**src/rtl/bram_stream_reader.sv**
```systemverilog
// Burst read client for one dp_bram port: issues credit-limited sequential reads
// and returns the words as a valid/ready stream with a last flag.
module bram_stream_reader #(
  parameter int W          = 128,
  parameter int AW         = 10,
  parameter int RD_LAT     = 2,
  parameter int FIFO_DEPTH = 4
) (
  input  logic            clk,
  input  logic            rst,
  input  logic            start,
  input  logic [AW-1:0]   base_addr,
  input  logic [AW:0]     count,
  output logic            busy,
  output logic            done,
  output logic            mem_en,
  output logic [AW-1:0]   mem_addr,
  output logic            mem_we,
  output logic [W/8-1:0]  mem_be,
  output logic [W-1:0]    mem_din,
  input  logic [W-1:0]    mem_dout,
  output logic            m_valid,
  input  logic            m_ready,
  output logic [W-1:0]    m_data,
  output logic            m_last,
  output logic [1:0]      state_dbg
);

  localparam int CW = $clog2(FIFO_DEPTH + 1);
  localparam int PW = (FIFO_DEPTH > 1) ? $clog2(FIFO_DEPTH) : 1;

  if (FIFO_DEPTH < 2) begin : g_bad_depth
    $error("bram_stream_reader: FIFO_DEPTH must be at least 2");
  end
  if (RD_LAT < 1) begin : g_bad_lat
    $error("bram_stream_reader: RD_LAT must be at least 1");
  end

  typedef enum logic [1:0] {
    IDLE  = 2'd0,
    ISSUE = 2'd1,
    DRAIN = 2'd2
  } state_t;

  state_t state, state_nxt;

  logic [AW-1:0]     addr_q;
  logic [AW:0]       issue_left;
  logic [AW:0]       count_q;
  logic [AW:0]       out_cnt;
  logic [CW-1:0]     credits;
  logic [CW-1:0]     fifo_cnt;
  logic [RD_LAT-1:0] rd_sr;
  logic [PW-1:0]     wr_ptr;
  logic [PW-1:0]     rd_ptr;
  logic [W-1:0]      fifo_mem [FIFO_DEPTH];
  logic              done_q;

  logic accept, zero_cmd, issue, push, pop, last_word;

  // Stream handshake: a word transfers on a rising edge where m_valid && m_ready;
  // once m_valid rises, m_data and m_last hold until that transfer.
  assign accept    = (state == IDLE) && start && (count != '0);
  assign zero_cmd  = (state == IDLE) && start && (count == '0);
  assign issue     = (state == ISSUE) && (credits < CW'(FIFO_DEPTH));
  assign push      = rd_sr[RD_LAT-1];
  assign pop       = m_valid && m_ready;
  assign last_word = (out_cnt == (count_q - (AW+1)'(1)));

  assign busy      = (state != IDLE);
  assign done      = done_q;
  assign mem_en    = issue;
  assign mem_addr  = addr_q;
  assign mem_we    = 1'b0;
  assign mem_be    = '0;
  assign mem_din   = '0;
  assign m_valid   = (fifo_cnt != '0);
  assign m_data    = m_valid ? fifo_mem[rd_ptr] : '0;
  assign m_last    = m_valid && last_word;
  assign state_dbg = state;

  function automatic logic [PW-1:0] ptr_inc(input logic [PW-1:0] p);
    return (p == PW'(FIFO_DEPTH - 1)) ? '0 : p + PW'(1);
  endfunction

  always_ff @(posedge clk or posedge rst) begin
    if (rst) state <= IDLE;
    else     state <= state_nxt;
  end

  always_comb begin
    state_nxt = state;
    case (state)
      IDLE:    if (accept) state_nxt = ISSUE;
      ISSUE:   if (issue && (issue_left == (AW+1)'(1))) state_nxt = DRAIN;
      DRAIN:   if (pop && m_last) state_nxt = IDLE;
      default: state_nxt = IDLE;
    endcase
  end

  always_ff @(posedge clk or posedge rst) begin
    if (rst) begin
      addr_q     <= '0;
      issue_left <= '0;
      count_q    <= '0;
      out_cnt    <= '0;
      credits    <= '0;
      fifo_cnt   <= '0;
      rd_sr      <= '0;
      wr_ptr     <= '0;
      rd_ptr     <= '0;
      done_q     <= 1'b0;
    end else begin
      done_q <= zero_cmd || ((state == DRAIN) && pop && m_last);

      if (accept) begin
        addr_q     <= base_addr;
        issue_left <= count;
        count_q    <= count;
      end else if (issue) begin
        addr_q     <= addr_q + AW'(1);
        issue_left <= issue_left - (AW+1)'(1);
      end

      if (accept)   out_cnt <= '0;
      else if (pop) out_cnt <= out_cnt + (AW+1)'(1);

      // A credit covers a read from issue until its word leaves the FIFO.
      credits  <= credits + CW'(issue) - CW'(pop);
      fifo_cnt <= fifo_cnt + CW'(push) - CW'(pop);

      rd_sr[0] <= issue;
      for (int i = 1; i < RD_LAT; i++) rd_sr[i] <= rd_sr[i-1];

      if (push) wr_ptr <= ptr_inc(wr_ptr);
      if (pop)  rd_ptr <= ptr_inc(rd_ptr);
    end
  end

  // Storage needs no reset: m_data is forced to zero while the FIFO is empty.
  always_ff @(posedge clk) begin
    if (push) fifo_mem[wr_ptr] <= mem_dout;
  end

endmodule
```
**config.mk**
```make
export PLATFORM = sky130hd
export DESIGN_NAME = bram_stream_reader
export DESIGN_NICKNAME = d
export VERILOG_FILES = /design/src/rtl/bram_stream_reader.sv
export SDC_FILE = /design/constraint.sdc
export NUM_CORES = 1
export LEC_CHECK = 0
export ABC_AREA = 1
export CAP_MARGIN = 10
export CORE_MARGIN = 2
export CORE_UTILIZATION = 45
export CTS_BUF_LIST = sky130_fd_sc_hd__clkbuf_4
export DETAILED_ROUTE_END_ITERATION = 10
export PLACE_DENSITY_LB_ADDON = 0.12
export SYNTH_ARGS = -nofsm -noshare
export SYNTH_HDL_FRONTEND = slang
export SYNTH_SLANG_ARGS = --single-unit
```
**constraint.sdc**
```tcl
create_clock -name clk -period 3.6 [get_ports clk]
set_input_delay 0.72 -clock clk [delete_from_list [all_inputs] [get_ports clk]]
set_output_delay 0.72 -clock clk [all_outputs]
set_load 0.01 [all_outputs]
```
==> run_results.csv <==
group,metric,value,unit
sta,worstMarginPinSlew,1.05,ns
final_layout,layout-drive-gt1-share,13.3,%
clock_tree,cts_buffers,149,
clock_tree,cts_tree,"done",
final_layout,fin_area,30100,um2
placed_design,place_area,27500,um2
worst_setup_path,critPathLaunch,"rd_ptr[1]",
worst_setup_path,path_max_fanout,37,
synthesis,synth-edff-count,512,
floorplan,die_x,236,um
grt,antenna_found_initial,13,
final_layout,fill_cells,4499,
pwr,power_density,890,nW/um2
worst_hold_path,hold_path.class,"primary input to async pin",
clock_tree,clk_latency,0.97,ns
synthesis,synth_cell_types,36,
placed_design,gp_congestion,0.838,
synthesis,syn_area,24200,um2
sta,max_slew_margin,30.2,%
clock_tree,clk_path_buf_depth,3,
grt,grt_pass1_wl,96400,um
placed_design,numPortBuffers,297,
floorplan,die-height,236,um
grt,track_usage,22.9,%
pwr,p_leak,11.4,nW
final_layout,syn2layout_area_growth,24.6,%
worst_setup_path,setup.worst_path.end_class,"output port",
detailed_routing,drc,0,
sta,timing.hold.ws,0.175,ns
floorplan,std_cell_rows,84,
worst_setup_path,reg2reg_from,"wr_ptr[1]",
grt,grt_overflow,0,
final_layout,nets,2679,
placed_design,dpl.hpwl,34000,um
detailed_routing,wire_per_inst,19.4,um
synthesis,syn_area_per_cell,11.5,um2
sta,period_share,96.0,%
sta,timing.fmax,0.289,GHz
worst_setup_path,path_class,"flop to output port",
clock_tree,clkTransAtPathRegs,0.06,ns
floorplan,io-pin-count,443,
pwr,p_total,26.8,mW
sta,period_needed,3.46,ns
worst_setup_path,cp.required,2.88,ns
final_layout,seq_area,16800,um2
detailed_routing,first_iter_violations,1024,
sta,final_max_slew_viol_count,0,
synthesis,ys_async_sr_fraction,10.2,%
sta,setup_viol,0,
synthesis,ys.flop_type,"edfxtp_1",
detailed_routing,antenna_left,0,
final_layout,multiInputGateArea,6180,um2
status,status,"finished, final reports clean",
detailed_routing,wirelength,64000,um
floorplan,core_area,52900,um2
sta,hold_viol,0,
clock_tree,htree_levels,4,
grt,grt_max_degree,79,
floorplan,die-area,55600,um2
synthesis,syn_inst,2106,
clock_tree,clock-sinks,570,
pwr,ir_drop,0.425,mV
floorplan,start_util,45.8,%
detailed_routing,vias_per_cell,5.06,
clock_tree,clockRootBuffer,"clkbuf_4",
synthesis,synth-seq-cells,570,
sta,fin_skew,0.0378,ns
detailed_routing,dr.pass1.iters,5,
synthesis,yosys_warnings,0,
sta,rsz0062_at_grt,"yes",
job,maxCapViolCount,0,
synthesis,yosysSeqAreaShare,69.6,%
worst_setup_path,start_kind,"flop",
worst_setup_path,cp.arrival,2.74,ns
final_layout,finish.utilization,57.0,%
grt,grt_pass1_vias,16400,
detailed_routing,vias,16700,
[critical path, stage by stage, from the launching register on]
cell and delay, ns:
dfrtp_4 0.50, buf_4 0.18, bufbuf_16 0.35, nor2_1 0.12, o21ai_0 0.09, a21oi_1 0.23
dlygate4sd2_1 0.31
[timing repair]
action / 4_1_cts / 5_1_grt
pin swaps: 12 / 5
setup endpoints to repair: 129 / 19
setup buffers: 15 / 0
endpoints found under the hold margin: 0 / 0
resized for setup: 172 / 30
hold buffers: 0 / 0
gates cloned: 16 / 2
[worst paths after layout]
| check | endpoint | slack [ns] | cells after the start |
|---|---|---|---|
| worst max-delay path | m_data[108] | 0.14 | 6 |
| worst min-delay path | count_q[9] | 0.17 | 2 |
| worst max register to register | fifo_mem[1][90] | 0.80 | 6 |
| worst min register to register | rd_sr[1] | 0.38 | 0 |
| max in group asynchronous | count_q[0] | 2.83 | 3 |
| min in group clk | mem_addr[7] | 0.34 | 3 |
[cell type report]
| cell class | count | share of cell area (%) |
|---|---|---|
| flip-flops and latches | 570 | 55.9 |
| multi-input cells | 1362 | 20.5 |
| repair buffers | 362 | 13.4 |
| clock buffers | 224 | 5.58 |
| well taps | 688 | 2.86 |
| inverters | 63 | 0.959 |
| clock inverters | 31 | 0.731 |
| repair inverters | 2 | 0.0830 |
| diodes | 2 | 0.0166 |
[per-layer routing]
metal  GRT usage (%)  routed length [um]
met5               0                 133
met4            8.26                1120
met3            6.79                4440
met2            38.4               32000
met1            28.1               26300
[synth_stat cells (2+ instances only)]
cell	number	area share, %
inv_2	2	0.031
nor3_1	8	0.17
inv_1	60	0.93
clkbuf_1	68	1.1
a21oi_1	132	2.7
ha_1	14	0.72
xor2_1	17	0.62
nand3b_1	3	0.093
nor2_1	552	8.6
o21ai_1	11	0.23
nor4_2	2	0.10
nand2_1	125	1.9
edfxtp_1	512	64
o21ai_0	272	5.6
o211ai_1	6	0.19
fa_1	2	0.17
dfrtp_1	58	6.0
nand4_1	6	0.16
xnor2_1	11	0.40
nand3_1	43	0.89
buf_2	34	0.70
nor4_1	4	0.10
buf_4	145	4.5
buf_1	6	0.093
buf_6	2	0.093
[where the power goes]
part           internal (mW)  switching, mW  leakage (nW)  total [mW]
registers               9.03          0.546          5.40        9.58
clock network           3.04           2.59          1.13        5.63
logic                   4.53           7.07          4.91        11.6
[cell usage in the layout (no fill, tap or decap), drive strengths merged, types with 8 or more instances in the layout]
cell type	netlist	layout
dlygate4sd2	0	109
inv	62	64
clkinv	1	21
edfxtp	512	512
nand3	43	43
xnor2	11	11
nor2	554	554
clkinvlp	0	8
a21oi	132	132
xor2	17	17
ha	14	14
clkbuf	68	232
conb	1	145
o21ai	283	283
buf	187	57
nor3	9	9
clkdlybuf4s50	0	173
nand2	126	126
dfrtp	58	58
[flip-flops by register name, indices dropped and copies added (netlist names)]
signal,count
done,1
credits,3
state_dbg,2
out_cnt,11
rd_sr,2
count_q,11
mem_addr,10
wr_ptr,2
issue_left,11
rd_ptr,2
fifo_mem,512
fifo_cnt,3
[stage by stage]
| step | setup WS (ns) | TNS (ns) | instances |
|---|---|---|---|
| 3_3_place_gp | 0.587 | 0 | 3014 |
| 2_1_floorplan | 0.0220 | 0 | 2250 |
| 3_5_place_dp | 0.510 | 0 | 3014 |
| 4_1_cts | -0.183 | -0.817 | 3300 |
| 6_report | 0.144 | 0 | 3304 |
| 5_1_grt | -0.00510 | -0.0101 | 3304 |
[cell families (layout without fill, tap and decap cells)]
kind of cell | Yosys count | after routing | share of synthesized area, %
compound gates | 424 | 424 | 8.87
xor+xnor | 28 | 28 | 1.01
fa+ha+maj | 16 | 16 | 0.890
buf+inv | 318 | 682 | 7.42
flops | 570 | 570 | 69.6
other cells | 1 | 147 | 0.0155
simple gates | 749 | 749 | 12.2
(Power assumes the default switching activity.)
